$ cat src/rtl/mul_scheduler.sv
// Round-robin sequencer sharing one combinational array multiplier between two requesters.
// Operands are registered and held for SETTLE cycles so the multiplier path can be multicycle.
module mul_scheduler #(
  parameter int unsigned WIDTH  = 8,
  parameter int unsigned SETTLE = 2
) (
  input  logic             clk,
  input  logic             reset_n,
  input  logic             req0,
  input  logic [WIDTH-1:0] a0,
  input  logic [WIDTH-1:0] b0,
  output logic             gnt0,
  output logic             valid0,
  input  logic             req1,
  input  logic [WIDTH-1:0] a1,
  input  logic [WIDTH-1:0] b1,
  output logic             gnt1,
  output logic             valid1,
  output logic [WIDTH-1:0] mul_a,
  output logic [WIDTH-1:0] mul_b,
  input  logic [WIDTH-1:0] mul_result,
  output logic [WIDTH-1:0] result,
  output logic             busy
);

  typedef enum logic [0:0] {StIdle, StRun} state_e;

  localparam logic [3:0] CntInit = 4'(SETTLE - 1);

  state_e     state_q;
  logic       owner_q;
  logic       last_q;
  logic [3:0] cnt_q;
  logic       win;

  // On a tie the requester that was not granted last wins.
  always_comb begin
    win = req1;
    if (req0 && req1) begin
      win = ~last_q;
    end
  end

  always_ff @(posedge clk or negedge reset_n) begin
    if (!reset_n) begin
      state_q <= StIdle;
      owner_q <= 1'b0;
      last_q  <= 1'b1;
      cnt_q   <= '0;
      mul_a   <= '0;
      mul_b   <= '0;
      result  <= '0;
      gnt0    <= 1'b0;
      gnt1    <= 1'b0;
      valid0  <= 1'b0;
      valid1  <= 1'b0;
    end else begin
      gnt0   <= 1'b0;
      gnt1   <= 1'b0;
      valid0 <= 1'b0;
      valid1 <= 1'b0;
      case (state_q)
        StIdle: begin
          if (req0 || req1) begin
            mul_a   <= win ? a1 : a0;
            mul_b   <= win ? b1 : b0;
            owner_q <= win;
            last_q  <= win;
            cnt_q   <= CntInit;
            gnt0    <= ~win;
            gnt1    <= win;
            state_q <= StRun;
          end
        end
        StRun: begin
          if (cnt_q == 4'd0) begin
            result  <= mul_result;
            valid0  <= ~owner_q;
            valid1  <= owner_q;
            state_q <= StIdle;
          end else begin
            cnt_q <= cnt_q - 4'd1;
          end
        end
      endcase
    end
  end

  assign busy = (state_q == StRun);

endmodule
$ cat config.mk
export PLATFORM = sky130hd
export DESIGN_NAME = mul_scheduler
export DESIGN_NICKNAME = d
export VERILOG_FILES = /design/src/rtl/mul_scheduler.sv
export SDC_FILE = /design/constraint.sdc
export NUM_CORES = 1
export LEC_CHECK = 0
export BUFFER_PORTS_ARGS = -buffer_cell sky130_fd_sc_hd__buf_2
export CAP_MARGIN = 20
export CORE_MARGIN = 2
export CORE_UTILIZATION = 45
export DETAILED_ROUTE_END_ITERATION = 7
export MAX_ROUTING_LAYER = met4
export PLACE_DENSITY = 0.75
export SYNTH_ARGS = -nofsm -noshare
export SYNTH_HDL_FRONTEND = slang
export SYNTH_SLANG_ARGS = --single-unit
export TNS_END_PERCENT = 1
$ cat constraint.sdc
create_clock -name clk -period 2.8 [get_ports clk]
set_input_delay 0 -clock clk [delete_from_list [all_inputs] [get_ports clk]]
set_output_delay 0 -clock clk [all_outputs]
set_load 0.05 [all_outputs]
-- Yosys cells after proc, flatten, opt, wreduce, memory -nomap -nowiden
Cells that the tools add are included.
- add/subtract/negate cells: 1
- $mul: 0
- divide/modulo/power cells: 0
- $lt $le $gt $ge: 0
- equal/unequal tests: 2
- shift-type cells: 0
- mux-type cells: 17
- bitwise operators: 4
- reductions and logical operators: 6
- operator list (operator ; count):
    2-to-1 mux 8 bit ; 2
    2-to-1 mux 1 bit ; 11
    2-to-1 mux 4 bit ; 2
    case mux 4 bit (2 select lines) ; 1
    AND reduction 2 bit ; 3
    zero test 4 bit ; 1
    != test 2 bit, second input constant ; 2
    inverter 1 bit ; 4
    subtractor 4 x 1 -> 4 bit, second input constant ; 1
    case mux 1 bit (2 select lines) ; 1
    logical AND 1 bit ; 1
    logical OR 1 bit ; 1
- register bits: 35
- bits in latches: 0
- memory bits (writable): 0
- bits in read-only memories: 0
- bits of input ports: 44
- output and inout port bits: 29
- memories: 0

-- Logic depth before layout (Yosys ltp)
- word-level depth: 5
- mapped depth: 5
- gate-level depth less buffers: 5

-- Worst setup path after synthesis
OpenSTA, ideal clock, no wires.
- path kind: register -> register
- start point: register state_q (netlist: busy)
- end point: register result[0]
- setup time: 0.125 ns
- arrival time: 1.502 ns
- path slack: 1.173 ns
- cell stages (with the launch flop): 4
- period minus slack after synthesis: 1.627 ns
- cell sequence: dfrtp_1 -> nand2_2 -> nor3_4 -> mux2_2
- cells in the longest elaborated chain, start to end: 1
- RTL lines (what ; line ; source):
    start, declared ; 30 ; state_e state_q;
    start signal, assigned ; 46 ; state_q <= StIdle;
    start signal, assigned ; 72 ; state_q <= StRun;
    start signal, assigned ; 80 ; state_q <= StIdle;
    AND reduction 2 bit (no source line) ; -- ;
    end signal, assigned ; 77 ; result <= mul_result;
    end, declared ; 22 ; output logic [WIDTH-1:0] result,
Every way passes these cells.
A chain may end at the register's enable or synchronous reset.

-- Final worst setup path
- start point: input req0
- end point: register mul_a[2]
- cells in the longest elaborated chain, start to end: 3
- elaborated cells between the ends (all ways): 5
- RTL lines (what ; line ; source):
    start, declared ; 9 ; input logic req0,
    logical AND 1 bit ; 39 ; if (req0 && req1) begin
    2-to-1 mux 1 bit ; 39 ;
    2-to-1 mux 8 bit ; 65 ; mul_a <= win ? a1 : a0;
    end signal, assigned ; 65 ;
    end, declared ; 19 ; output logic [WIDTH-1:0] mul_a,
Parallel ways exist; a longest one is shown, timed or not.

==> results by group <==
CTS
  – Clock transition at the registers of the reported paths: 100 ps
  – CTS tree: built
  – Clk root buf: clkbuf_4
  – Post-CTS sizing: 0
  – H-tree depth: 2
  – Worst-Skew Late Latency: about 330 ps
  – Total CTS buffers: 5
  – CTS sink cnt: 35
  – Longest Clk Path Bufs: 2

Power
  – Worst vdd ir: 935 uV
  – Total Power: between 2 and 3 mW
  – Pwr dens: 1260 nW/um^2
  – Pleak: 1.16 nW

Die
  – Die Width: 61.8 um
  – Total die area: 3820 um^2
  – I/O Pins: 73
  – Die H: 61.8 um
  – Core area: 3130 um^2
  – Rows: 20
  – Starting density of the core: 48.1%

Final layout
  – Number of fill cells: 204
  – Final #Nets: 302
  – Post-route cell area: 2360 um^2
  – Area of the multi-input gates: 574 um^2
  – Area delta synth->final: 56.6%
  – Non-filler cells, final: 300
  – Register area: 877 um^2
  – Layout cells sized above 1: between 30 and 40%
  – N_diodes: 0

Drt
  – DRT iter0 DRCs: 54
  – Final WL: 4290 um
  – Average vias per placed instance: 5.03
  – Drt wl/cell: 14.3 um
  – Routed Antenna Nets: 0
  – TritonRoute pass-1 iters: 4
  – DRC: 0
  – Via count: about 1500

Worst hold path
  – Worst Hold Class: primary input to register
  – Worst hold path cell count: 3

Critical path
  – CP Class: primary input to register
  – Arrival time worst endpoint: 2540 ps
  – Setup crit start kind: primary input
  – CP Launch Point: req0
  – Worst R2R End: mul_a[2]
  – CP Capture Type: register
  – CP endpoint: mul_a[2]
  – Crit-path max FO: 12
  – FF-to-FF Start: busy
  – CP required: a little over 3000 ps
  – Reg2reg path depth: 5
  – R2R setup slack: 700 ps

Placement
  – HPWL after detailed placement: 2400 um
  – Cells after DPL: 251
  – Gpl congestion: between 0.7 and 0.8
  – Dpl cell area: between 1500 and 2000 um^2
  – Port-buffer cells: 72

Synth
  – Combinational family with the most area after synthesis: compound AO/OA/AOI/OAI gates
  – Sequential fraction of the synthesis area: 58.3%
  – Unique masters post-synth: 27
  – Post-synthesis mux area share: ~7.3%
  – Synth Area in Compound Gates: between 15 and 20%
  – Post-synthesis simple-gate area fraction: between 10% and 20%
  – Mapped Cells: 141
  – #FFs+latches synth: 35
  – Largest cells by area after synthesis: dfrtp_1 57%, a21oi_1 9.0%, mux2_2 6.0%
  – Post-Syn Nets: around 190
  – Number of synthesis warnings: 0
  – Post-synthesis xor/xnor area fraction: 0%
  – Top cell type's share of synthesized area: 56.5%
  – Synth Area in Adders: 0.831%
  – Synth Cell Area: 1510 um^2
  – Yosys top cell by area: dfrtp_1
  – Avg Inst Size Synth: 10.7 um^2

Timing
  – Slew Limit Fails: 0
  – Worst slew pin tran: approximately 940 ps
  – Skew final: 12.1 ps
  – Final setup viols: 0
  – Final Hold Fails: 0
  – RSZ-0062 raised after global routing: false
  – Period Utilization, post-route: 81.0%
  – Max-slew headroom at the worst pin: 37.3%
  – Clock period minus worst slack: 2270 ps
  – FMAX: 441 MHz
  – Setup tns final: 0 ps

Outcome
  – Outcome: finished clean

GRT
  – Gr ovfl total: 0
  – Largest net degree at the start of global routing: 36
  – Vias in the first global route: around 1600
  – GRT Util Overall: between 20% and 30%
  – First-pass GRT wire length: ~6800 um
  – Initial antenna violation count: 0

Run
  – Max Cap Violations: 0
-- placed cells by master (no fill, tap or decap), drive strengths merged, types with 2 or more instances in the layout --
| master | count |
|---|---|
| mux2 | 8 |
| a21o | 2 |
| a32oi | 3 |
| clkbuf | 6 |
| a21oi | 27 |
| dfrtp | 34 |
| buf | 73 |
| inv | 3 |
| nor2 | 17 |
| nand2 | 19 |
| nand3 | 5 |
| dlygate4sd3 | 43 |
| mux2i | 2 |
-- per-stage QoR --
step | worst slack [ps] | hold WS [ps] | utilization (%)
4_1_cts | 645 | 195 | 75.4
5_1_grt | 503 | 224 | 75.4
6_report | 531 | 216 | 75.4
3_5_place_dp | 1150 | 110 | 60.3
3_3_place_gp | 1230 | 98.9 | 60.3
2_1_floorplan | 1170 | -296 | -
-- sequential cells by signal (all words and copies together), names as in the netlist --
| name | cells |
|---|---|
| last_q | 1 |
| mul_a | 8 |
| mul_b | 8 |
| valid1 | 1 |
| gnt0 | 1 |
| gnt1 | 1 |
| valid0 | 1 |
| owner_q | 1 |
| busy | 1 |
| cnt_q | 4 |
| result | 8 |
-- logic make-up after synthesis --
| group | Yosys count |
|---|---|
| mux | 10 |
| flops | 35 |
| simple gates | 46 |
| fa+ha+maj | 1 |
| buf+inv | 10 |
| compound gates | 39 |
-- how the worst min path moves through the flow --
stage                       start         to  slack (ps)
final                        req1       gnt0         220
after global routing         req1       gnt0         220
after CTS                    req1       gnt0         190
after detailed placement  reset_n  result[4]         110
after global placement    reset_n       gnt1         100
after floorplan           reset_n       busy        -300
-- report_power, final --
| group | total (mW) | internal (mW) | switching (mW) |
|---|---|---|---|
| clock network | 0.237 | 0.0892 | 0.148 |
| registers | 0.914 | 0.752 | 0.162 |
| logic | 1.81 | 0.635 | 1.18 |
| total | 2.96 | 1.48 | 1.49 |
-- per-layer routing --
layer	vias up	global-route usage [%]	wire (um)
li1	715	-	-
met2	79	46.5	2240
met4	0	6.69	56
met1	707	28.3	1720
met3	8	6.00	275
met5	-	-	0
-- worst max-delay path, cell delays in order --
cell           delay (ps)
dlygate4sd3_1         530
buf_2                 150
o21bai_1              740
buf_4                 310
a21oi_1                50
a21oi_1               180
dlygate4sd3_1         570
-- synthesized netlist by cell type, drive strengths merged --
master / count
nand2b: 1
mux2: 8
a21oi: 27
nand3: 5
a21boi: 1
a32oi: 3
nor4: 1
o21bai: 1
nand2: 19
o31ai: 1
or4b: 1
nor2: 17
and2: 1
o21ba: 1
o21ai: 1
a21o: 2
a31oi: 1
buf: 7
nor3: 1
mux2i: 2
ha: 1
inv: 3
a21bo: 1
dfstp: 1
dfrtp: 34
-- layout make-up --
class | instances | share of cell area, %
clock buffer | 6 | 1.75
timing repair buffer | 116 | 33.9
multi-input combinational | 96 | 24.4
sequential | 35 | 37.2
inverter | 3 | 0.478
tap | 44 | 2.34
-- repair_timing --
| item | 4_1_cts | 5_1_grt |
|---|---|---|
| hold buffers | 43 | 0 |
| endpoints found under the hold margin | 59 | 0 |
| buffers inserted | 0 | 0 |
No activity file was read; power rests on OpenSTA's default activity.
